<file path="src/rtl/fpu_pkg.sv">
// Shared definitions for the FPU request arbiter: state encoding, canonical
// quiet NaN and the bit positions of the {nan, inf, ovf, uf, zero} flag vector.
package fpu_pkg;

  localparam logic [1:0] ST_IDLE  = 2'd0;
  localparam logic [1:0] ST_ISSUE = 2'd1;
  localparam logic [1:0] ST_WAIT  = 2'd2;
  localparam logic [1:0] ST_RESP  = 2'd3;

  typedef enum logic [1:0] {
    S_IDLE  = ST_IDLE,
    S_ISSUE = ST_ISSUE,
    S_WAIT  = ST_WAIT,
    S_RESP  = ST_RESP
  } arb_state_t;

  localparam logic [31:0] FPU_QNAN = 32'h7FC0_0000;

  localparam int FLAG_ZERO = 0;
  localparam int FLAG_UF   = 1;
  localparam int FLAG_OVF  = 2;
  localparam int FLAG_INF  = 3;
  localparam int FLAG_NAN  = 4;

  localparam logic [4:0] TIMEOUT_FLAGS = 5'b1 << FLAG_NAN;

endpackage

</file>
<file path="src/rtl/fpu_rr_pick.sv">
// Combinational round-robin picker: selects the first asserted request at or
// after the pointer, wrapping at N. Usable by any shared-resource arbiter.
module fpu_rr_pick #(
  parameter int N  = 4,
  parameter int IW = 2
) (
  input  logic [N-1:0]  req,
  input  logic [IW-1:0] ptr,
  output logic [N-1:0]  grant,
  output logic [IW-1:0] idx,
  output logic          any
);

  logic [IW:0]   sum;
  logic [IW-1:0] pos;

  always_comb begin
    grant = '0;
    idx   = '0;
    any   = 1'b0;
    sum   = '0;
    pos   = '0;
    for (int i = 0; i < N; i++) begin
      sum = {1'b0, ptr} + (IW+1)'(i);
      if (sum >= (IW+1)'(N)) sum = sum - (IW+1)'(N);
      pos = sum[IW-1:0];
      if (!any && req[pos]) begin
        any        = 1'b1;
        idx        = pos;
        grant[pos] = 1'b1;
      end
    end
  end

endmodule

</file>
<file path="src/rtl/fpu_req_arb.sv">
// Round-robin arbiter/sequencer sharing one FPU datapath among NUM_REQ
// requesters: grant, issue with a one-cycle enable, wait with timeout, respond.
module fpu_req_arb
  import fpu_pkg::*;
#(
  parameter int NUM_REQ        = 4,
  parameter int OPERAND_WIDTH  = 32,
  parameter int OPCODE_WIDTH   = 5,
  parameter int TIMEOUT_CYCLES = 64
) (
  input  logic                              fpu_clk,
  input  logic                              fpu_rst_n,
  input  logic [NUM_REQ-1:0]                req_valid_i,
  output logic [NUM_REQ-1:0]                req_ready_o,
  input  logic [NUM_REQ*OPCODE_WIDTH-1:0]   req_opcode_i,
  input  logic [NUM_REQ*OPERAND_WIDTH-1:0]  req_operand1_i,
  input  logic [NUM_REQ*OPERAND_WIDTH-1:0]  req_operand2_i,
  input  logic [NUM_REQ*3-1:0]              req_round_mode_i,
  output logic [NUM_REQ-1:0]                rsp_valid_o,
  input  logic [NUM_REQ-1:0]                rsp_ready_i,
  output logic [OPERAND_WIDTH-1:0]          rsp_result_o,
  output logic [4:0]                        rsp_flag_o,
  output logic                              rsp_timeout_o,
  output logic                              fpu_en_o,
  output logic [OPCODE_WIDTH-1:0]           fpu_opcode_o,
  output logic [OPERAND_WIDTH-1:0]          fpu_operand1_o,
  output logic [OPERAND_WIDTH-1:0]          fpu_operand2_o,
  output logic [2:0]                        fpu_round_mode_o,
  input  logic                              fpu_ready_i,
  input  logic [OPERAND_WIDTH-1:0]          fpu_result_i,
  input  logic [4:0]                        fpu_flag_i
);

  localparam int IW = $clog2(NUM_REQ);
  localparam int CW = $clog2(TIMEOUT_CYCLES + 1);

  arb_state_t state, state_next;

  logic [IW-1:0]            rr_ptr;
  logic [IW-1:0]            grant_idx;
  logic [CW-1:0]            wait_cnt;
  logic [NUM_REQ-1:0]       pick_grant;
  logic [IW-1:0]            pick_idx;
  logic                     pick_any;
  logic [OPCODE_WIDTH-1:0]  sel_opcode;
  logic [OPERAND_WIDTH-1:0] sel_operand1;
  logic [OPERAND_WIDTH-1:0] sel_operand2;
  logic [2:0]               sel_round_mode;
  logic                     accept;
  logic                     rsp_take;
  logic                     timeout_hit;

  fpu_rr_pick #(
    .N  (NUM_REQ),
    .IW (IW)
  ) u_pick (
    .req   (req_valid_i),
    .ptr   (rr_ptr),
    .grant (pick_grant),
    .idx   (pick_idx),
    .any   (pick_any)
  );

  always_comb begin
    sel_opcode     = '0;
    sel_operand1   = '0;
    sel_operand2   = '0;
    sel_round_mode = '0;
    for (int i = 0; i < NUM_REQ; i++) begin
      if (pick_idx == IW'(i)) begin
        sel_opcode     = req_opcode_i[i*OPCODE_WIDTH +: OPCODE_WIDTH];
        sel_operand1   = req_operand1_i[i*OPERAND_WIDTH +: OPERAND_WIDTH];
        sel_operand2   = req_operand2_i[i*OPERAND_WIDTH +: OPERAND_WIDTH];
        sel_round_mode = req_round_mode_i[i*3 +: 3];
      end
    end
  end

  assign accept      = (state == S_IDLE) && pick_any;
  assign rsp_take    = (state == S_RESP) && rsp_ready_i[grant_idx];
  assign timeout_hit = (wait_cnt == CW'(TIMEOUT_CYCLES - 1));

  always_ff @(posedge fpu_clk or negedge fpu_rst_n) begin
    if (!fpu_rst_n) state <= S_IDLE;
    else            state <= state_next;
  end

  // Ready takes priority over the timeout when both land in the same cycle.
  always_comb begin
    state_next = state;
    case (state)
      S_IDLE:  if (pick_any) state_next = S_ISSUE;
      S_ISSUE: state_next = S_WAIT;
      S_WAIT:  if (fpu_ready_i || timeout_hit) state_next = S_RESP;
      S_RESP:  if (rsp_take) state_next = S_IDLE;
      default: state_next = S_IDLE;
    endcase
  end

  // Grant is gated by reset so every output is quiet while reset is held.
  assign req_ready_o = (accept && fpu_rst_n) ? pick_grant : '0;
  assign rsp_valid_o = (state == S_RESP) ? (NUM_REQ'(1) << grant_idx) : '0;
  assign fpu_en_o    = (state == S_ISSUE);

  always_ff @(posedge fpu_clk or negedge fpu_rst_n) begin
    if (!fpu_rst_n) begin
      rr_ptr           <= '0;
      grant_idx        <= '0;
      wait_cnt         <= '0;
      fpu_opcode_o     <= '0;
      fpu_operand1_o   <= '0;
      fpu_operand2_o   <= '0;
      fpu_round_mode_o <= '0;
      rsp_result_o     <= '0;
      rsp_flag_o       <= '0;
      rsp_timeout_o    <= 1'b0;
    end else begin
      case (state)
        S_IDLE: begin
          if (pick_any) begin
            grant_idx        <= pick_idx;
            fpu_opcode_o     <= sel_opcode;
            fpu_operand1_o   <= sel_operand1;
            fpu_operand2_o   <= sel_operand2;
            fpu_round_mode_o <= sel_round_mode;
          end
        end
        S_ISSUE: wait_cnt <= '0;
        S_WAIT: begin
          if (fpu_ready_i) begin
            rsp_result_o  <= fpu_result_i;
            rsp_flag_o    <= fpu_flag_i;
            rsp_timeout_o <= 1'b0;
          end else if (timeout_hit) begin
            rsp_result_o  <= OPERAND_WIDTH'(FPU_QNAN);
            rsp_flag_o    <= TIMEOUT_FLAGS;
            rsp_timeout_o <= 1'b1;
          end else begin
            wait_cnt <= wait_cnt + CW'(1);
          end
        end
        S_RESP: begin
          if (rsp_take) begin
            if (grant_idx == IW'(NUM_REQ - 1)) rr_ptr <= '0;
            else                               rr_ptr <= grant_idx + IW'(1);
          end
        end
        default: ;
      endcase
    end
  end

endmodule

</file>
<file path="config.mk">
export PLATFORM = sky130hd
export DESIGN_NAME = fpu_req_arb
export DESIGN_NICKNAME = d
export VERILOG_FILES = /design/src/rtl/fpu_pkg.sv /design/src/rtl/fpu_rr_pick.sv /design/src/rtl/fpu_req_arb.sv
export SDC_FILE = /design/constraint.sdc
export NUM_CORES = 1
export LEC_CHECK = 0
export CELL_PAD_IN_SITES_DETAIL_PLACEMENT = 1
export CELL_PAD_IN_SITES_GLOBAL_PLACEMENT = 2
export CORE_MARGIN = 2
export CORE_UTILIZATION = 24
export CTS_CLUSTER_SIZE = 30
export DETAILED_ROUTE_END_ITERATION = 7
export HOLD_SLACK_MARGIN = 0.06
export PLACE_DENSITY_LB_ADDON = 0.1
export SLEW_MARGIN = 20
export SYNTH_ARGS = -nofsm -noshare
export SYNTH_HDL_FRONTEND = slang
export SYNTH_SLANG_ARGS = --single-unit
</file>
<file path="constraint.sdc">
create_clock -name fpu_clk -period 10.2 [get_ports fpu_clk]
set_clock_uncertainty 0.1 [all_clocks]
set_input_delay 2.55 -clock fpu_clk [delete_from_list [all_inputs] [get_ports fpu_clk]]
set_output_delay 2.55 -clock fpu_clk [all_outputs]
set_load 0.03 [all_outputs]
</file>
==> results.txt <==
The flow ran to the end, and the final reports show no timing, DRC or antenna violations. The floorplan has 66 rows. The routed design uses 2.50 mm of met3 wire. For this run, the leading register cell type out of synthesis is sky130_fd_sc_hd__dfrtp_1. The detail route stage leaves a number of antenna-violating nets equal to 0. In this run the top signal layer used is met5. The reported max-cap violation count is 0. Global routing used 21.2% of the available tracks across all layers. Relative to the synthesized area, the layout overhead comes to 68.0%.

At the end of routability-driven placement, the weighted congestion stood at 0.772. Yosys mapped a number of flops with a built-in enable equal to 0. The number of library cell types mapped by synthesis is 52.

The via count of the first global-routing pass is 8903. The CTS tree is yes. The share of synthesized registers carrying an async set or reset came out at 100%. The leakage power figure is 5.51 nW. The sum of negative setup slack is 0 ns. Dividing the detail-routed via count by the number of cells gives 5.00. The total of flip-flops plus latches after synthesis came out at 123. The starting utilization of the core area is 24.4%. The ratio of cells with drive above 1 in the final layout is 9.72%. The total of cells resized after clock tree synthesis came out at 0.

The number of warnings issued by yosys is 0. The setup-violating endpoint count in the final report came out at 0. The number of buffers inserted to repair setup after CTS came out at 0. The first-pass iteration count of the detailed router is 5. The detailed-route wire length came out at 36.9 mm. The number of sinks on the clock net came out at 123. The first-iteration detailed-routing DRC count came out at 316.

The share of the cycle needed by the critical path after routing came out at 79.9%. Dividing the synthesized area by the synthesized cell count gives 10.2 um2. The maximum vdd ir drop is 0.168 mV.

From bottom edge to top edge, the die measures 186 um. The share of the core filled with cells in the final layout is 41.1%. The min-delay analysis places its worst path in the category reg2reg. Clock-pin slew was measured on the worst setup and hold paths at 0.06 ns. The dominant cell type by area after synthesis is sky130_fd_sc_hd__dfrtp_1.

Once detailed placement completed, the half-perimeter wirelength came to 26.1 mm. The net count after synthesis came out at 1137. The power per cell area is 310 nW/um2.

The final hold slack is 0.389 ns. The fmax came out at 123 MHz. Setup repair after global routing left no endpoint under its margin. The detailed-routed wire length on met2 came out at 18.1 mm.

The arrival time at the worst endpoint is 5.50 ns. During placement, the flow inserted port buffers numbering 454. The number of design rule violations left after detail routing came out at 0. The die covers 34800 um2. STA puts the critical path data required time at 7.55 ns. The longest clock path from root to sink contains 2 buffers. The headroom to the max-slew limit is 30.7%. In this run the clock root is driven by a sky130_fd_sc_hd__clkbuf_16. In this run the number of H-tree levels came out at 4. The clock period minus worst slack is 8.15 ns. The clock latency of the later-clocked register in the worst-skew pair came out at 0.43 ns. After synthesis, the cell types taking the most area are sky130_fd_sc_hd__dfrtp_1, sky130_fd_sc_hd__mux2i_1, sky130_fd_sc_hd__a2111oi_2. The maximum number of pins on one net before global-route repair came out at 85. The maximum net fanout on the critical path is 44.

The number of buffers added to fix hold violations after cts is 0. The total count of hold-check failures in the final report is 0. The worst setup path is launched from an input port. The kind of end point of the critical path is a primary output. The final-report max-slew violation count is 0. The total via count after detailed routing is 8251. The proportion of synthesized chip area in sequential cells is 38.5%. The portion of synthesized cell area occupied by the leading cell type is 38.5%.

455 I/O pins were placed. The number of nets in the layout is 1544. The total congestion overflow after global routing came out at 0. The detailed-route wire length on metal 1 is 15.7 mm.

The die outline width is 186 um. The number of standard cells after synthesis is 784. The wire length per cell after detailed routing came out at 22.4 um. The startpoint-to-endpoint class of the critical path is in2out. The first global-routing pass estimated 57.2 mm of wire. The cell area after synthesis came out at 7990 um2. After floorplanning, the core was sized to cover 32700 um2. The initial antenna violation count came to 4. The transition at the pin with the smallest max-transition slack is 1.04 ns. In this run, CTS created clock tree buffers numbering 17.
[worst paths after layout]
kind                                                      from                        endpoint  slack [ns]  cells past startpoint
worst max-delay path                            req_valid_i[3]                  req_ready_o[0]        2.05                      7
worst min-delay path            fpu_operand2_o[31]$_DFFE_PN0N_  fpu_operand2_o[31]$_DFFE_PN0N_        0.39                      2
worst max register to register           rr_ptr[0]$_DFFE_PN0P_  fpu_operand1_o[20]$_DFFE_PN0N_        6.09                     11
worst min register to register  fpu_operand2_o[31]$_DFFE_PN0N_  fpu_operand2_o[31]$_DFFE_PN0N_        0.39                      2
max in group asynchronous                            fpu_rst_n     fpu_opcode_o[2]$_DFFE_PN0N_        6.59                      2
min in group asynchronous                            fpu_rst_n   fpu_operand1_o[0]$_DFFE_PN0N_        2.00                      1
[worst max-delay path: stages]
cell	delay [ns]
sky130_fd_sc_hd__clkdlybuf4s50_1	0.55
sky130_fd_sc_hd__nor4_1	0.62
sky130_fd_sc_hd__nand2b_4	0.68
sky130_fd_sc_hd__inv_1	0.18
sky130_fd_sc_hd__nand2_1	0.22
sky130_fd_sc_hd__nor2_1	0.08
sky130_fd_sc_hd__clkdlybuf4s50_1	0.61
[state kept, by name (all words and copies together) (netlist names)]
register / flops
rsp_result_o: 32
grant_idx: 2
fpu_round_mode_o: 3
wait_cnt: 7
fpu_operand1_o: 32
rsp_timeout_o: 1
fpu_opcode_o: 5
rr_ptr: 2
state: 2
fpu_operand2_o: 32
rsp_flag_o: 5
[per-stage QoR]
step                std cells  setup slack (ns)  cell area [um2]  power, mW
floorplan                 784              3.50             7990       2.59
global placement         1614              2.12            12800       3.57
detailed placement       1614              1.97            12800       3.59
CTS                      1646              1.97            13400       4.24
global route             1649              1.85            13400       4.44
finish                   1649              2.05            13400       4.17
[final cells by class]
class / count / area (um2)
Sequential cell: 123 / 3080
Timing Repair Buffer: 466 / 4650
Fill cell: 3644 / 19300
Antenna cell: 3 / 7.51
Inverter: 63 / 236
Clock buffer: 17 / 425
Clock inverter: 15 / 151
Tap cell: 442 / 553
Multi-Input combinational cell: 520 / 4320
[report_power, final]
| part | switching [mW] | internal, mW |
|---|---|---|
| Clock | 0.278 | 0.345 |
| Sequential | 0.130 | 0.721 |
| Combinational | 1.63 | 1.06 |
| Total | 2.04 | 2.13 |
[cell families after synthesis]
family                     count (synthesis)  share of synthesized area (%)
and+or+nand+nor                          129                           7.23
muxes                                    101                           13.9
DFF                                      123                           38.5
xor gates and xnor gates                   1                          0.110
buffers and inverters                    141                           8.19
AOI/OAI and AO/OA                        272                           29.4
adders and majority gates                 17                           2.66
[metal layers]
metal / global-route usage, % / up-vias
met2: 36.2 / 291
li1: - / 3847
met1: 25.9 / 4083
met3: 6.49 / 28
met4: 5.71 / 2
met5: 0 / -
[cell usage in the layout (no fill, tap or decap), types with 3 or more instances in the layout]
cell type                         count
sky130_fd_sc_hd__a2111oi_1            7
sky130_fd_sc_hd__o221ai_1            18
sky130_fd_sc_hd__inv_6                6
sky130_fd_sc_hd__a22o_1              27
sky130_fd_sc_hd__a31oi_1             55
sky130_fd_sc_hd__a22oi_1              4
sky130_fd_sc_hd__ha_1                17
sky130_fd_sc_hd__inv_1               63
sky130_fd_sc_hd__inv_8                3
sky130_fd_sc_hd__nand2_1             80
sky130_fd_sc_hd__clkdlybuf4s50_1    453
sky130_fd_sc_hd__and2_1               5
sky130_fd_sc_hd__nand3_1              4
sky130_fd_sc_hd__o22a_1              10
sky130_fd_sc_hd__o211ai_1            55
sky130_fd_sc_hd__o21ai_0              9
sky130_fd_sc_hd__nor2_1              18
sky130_fd_sc_hd__a2111oi_0           11
sky130_fd_sc_hd__a2111oi_2           36
sky130_fd_sc_hd__clkbuf_16           17
sky130_fd_sc_hd__a21oi_1              6
sky130_fd_sc_hd__mux2i_1             77
sky130_fd_sc_hd__diode_2              3
sky130_fd_sc_hd__dfrtp_1            123
sky130_fd_sc_hd__mux2_2              11
sky130_fd_sc_hd__buf_4               11
sky130_fd_sc_hd__a221oi_1             4
sky130_fd_sc_hd__mux2_4               9
sky130_fd_sc_hd__a222oi_1            18
sky130_fd_sc_hd__mux4_2               3
[synthesized netlist by cell type (all sizes together), types with 2 or more instances]
cell type    n
mux2i       78
o211ai      55
o221ai      18
nand4        2
a31oi       55
o21ai       12
o31ai        2
a21oi        8
o22a        10
a222oi      18
dfrtp      123
nor2b        3
and2         5
nor3         3
a22o        27
a2111oi     54
mux2        20
inv         63
a22oi        4
nand2       81
clkbuf      44
nand3        4
or3          2
mux4         3
and3b        2
nor2        19
ha          17
nand2b       3
buf         34
a221oi       4
Note: power is estimated with default switching activity, not from simulation.
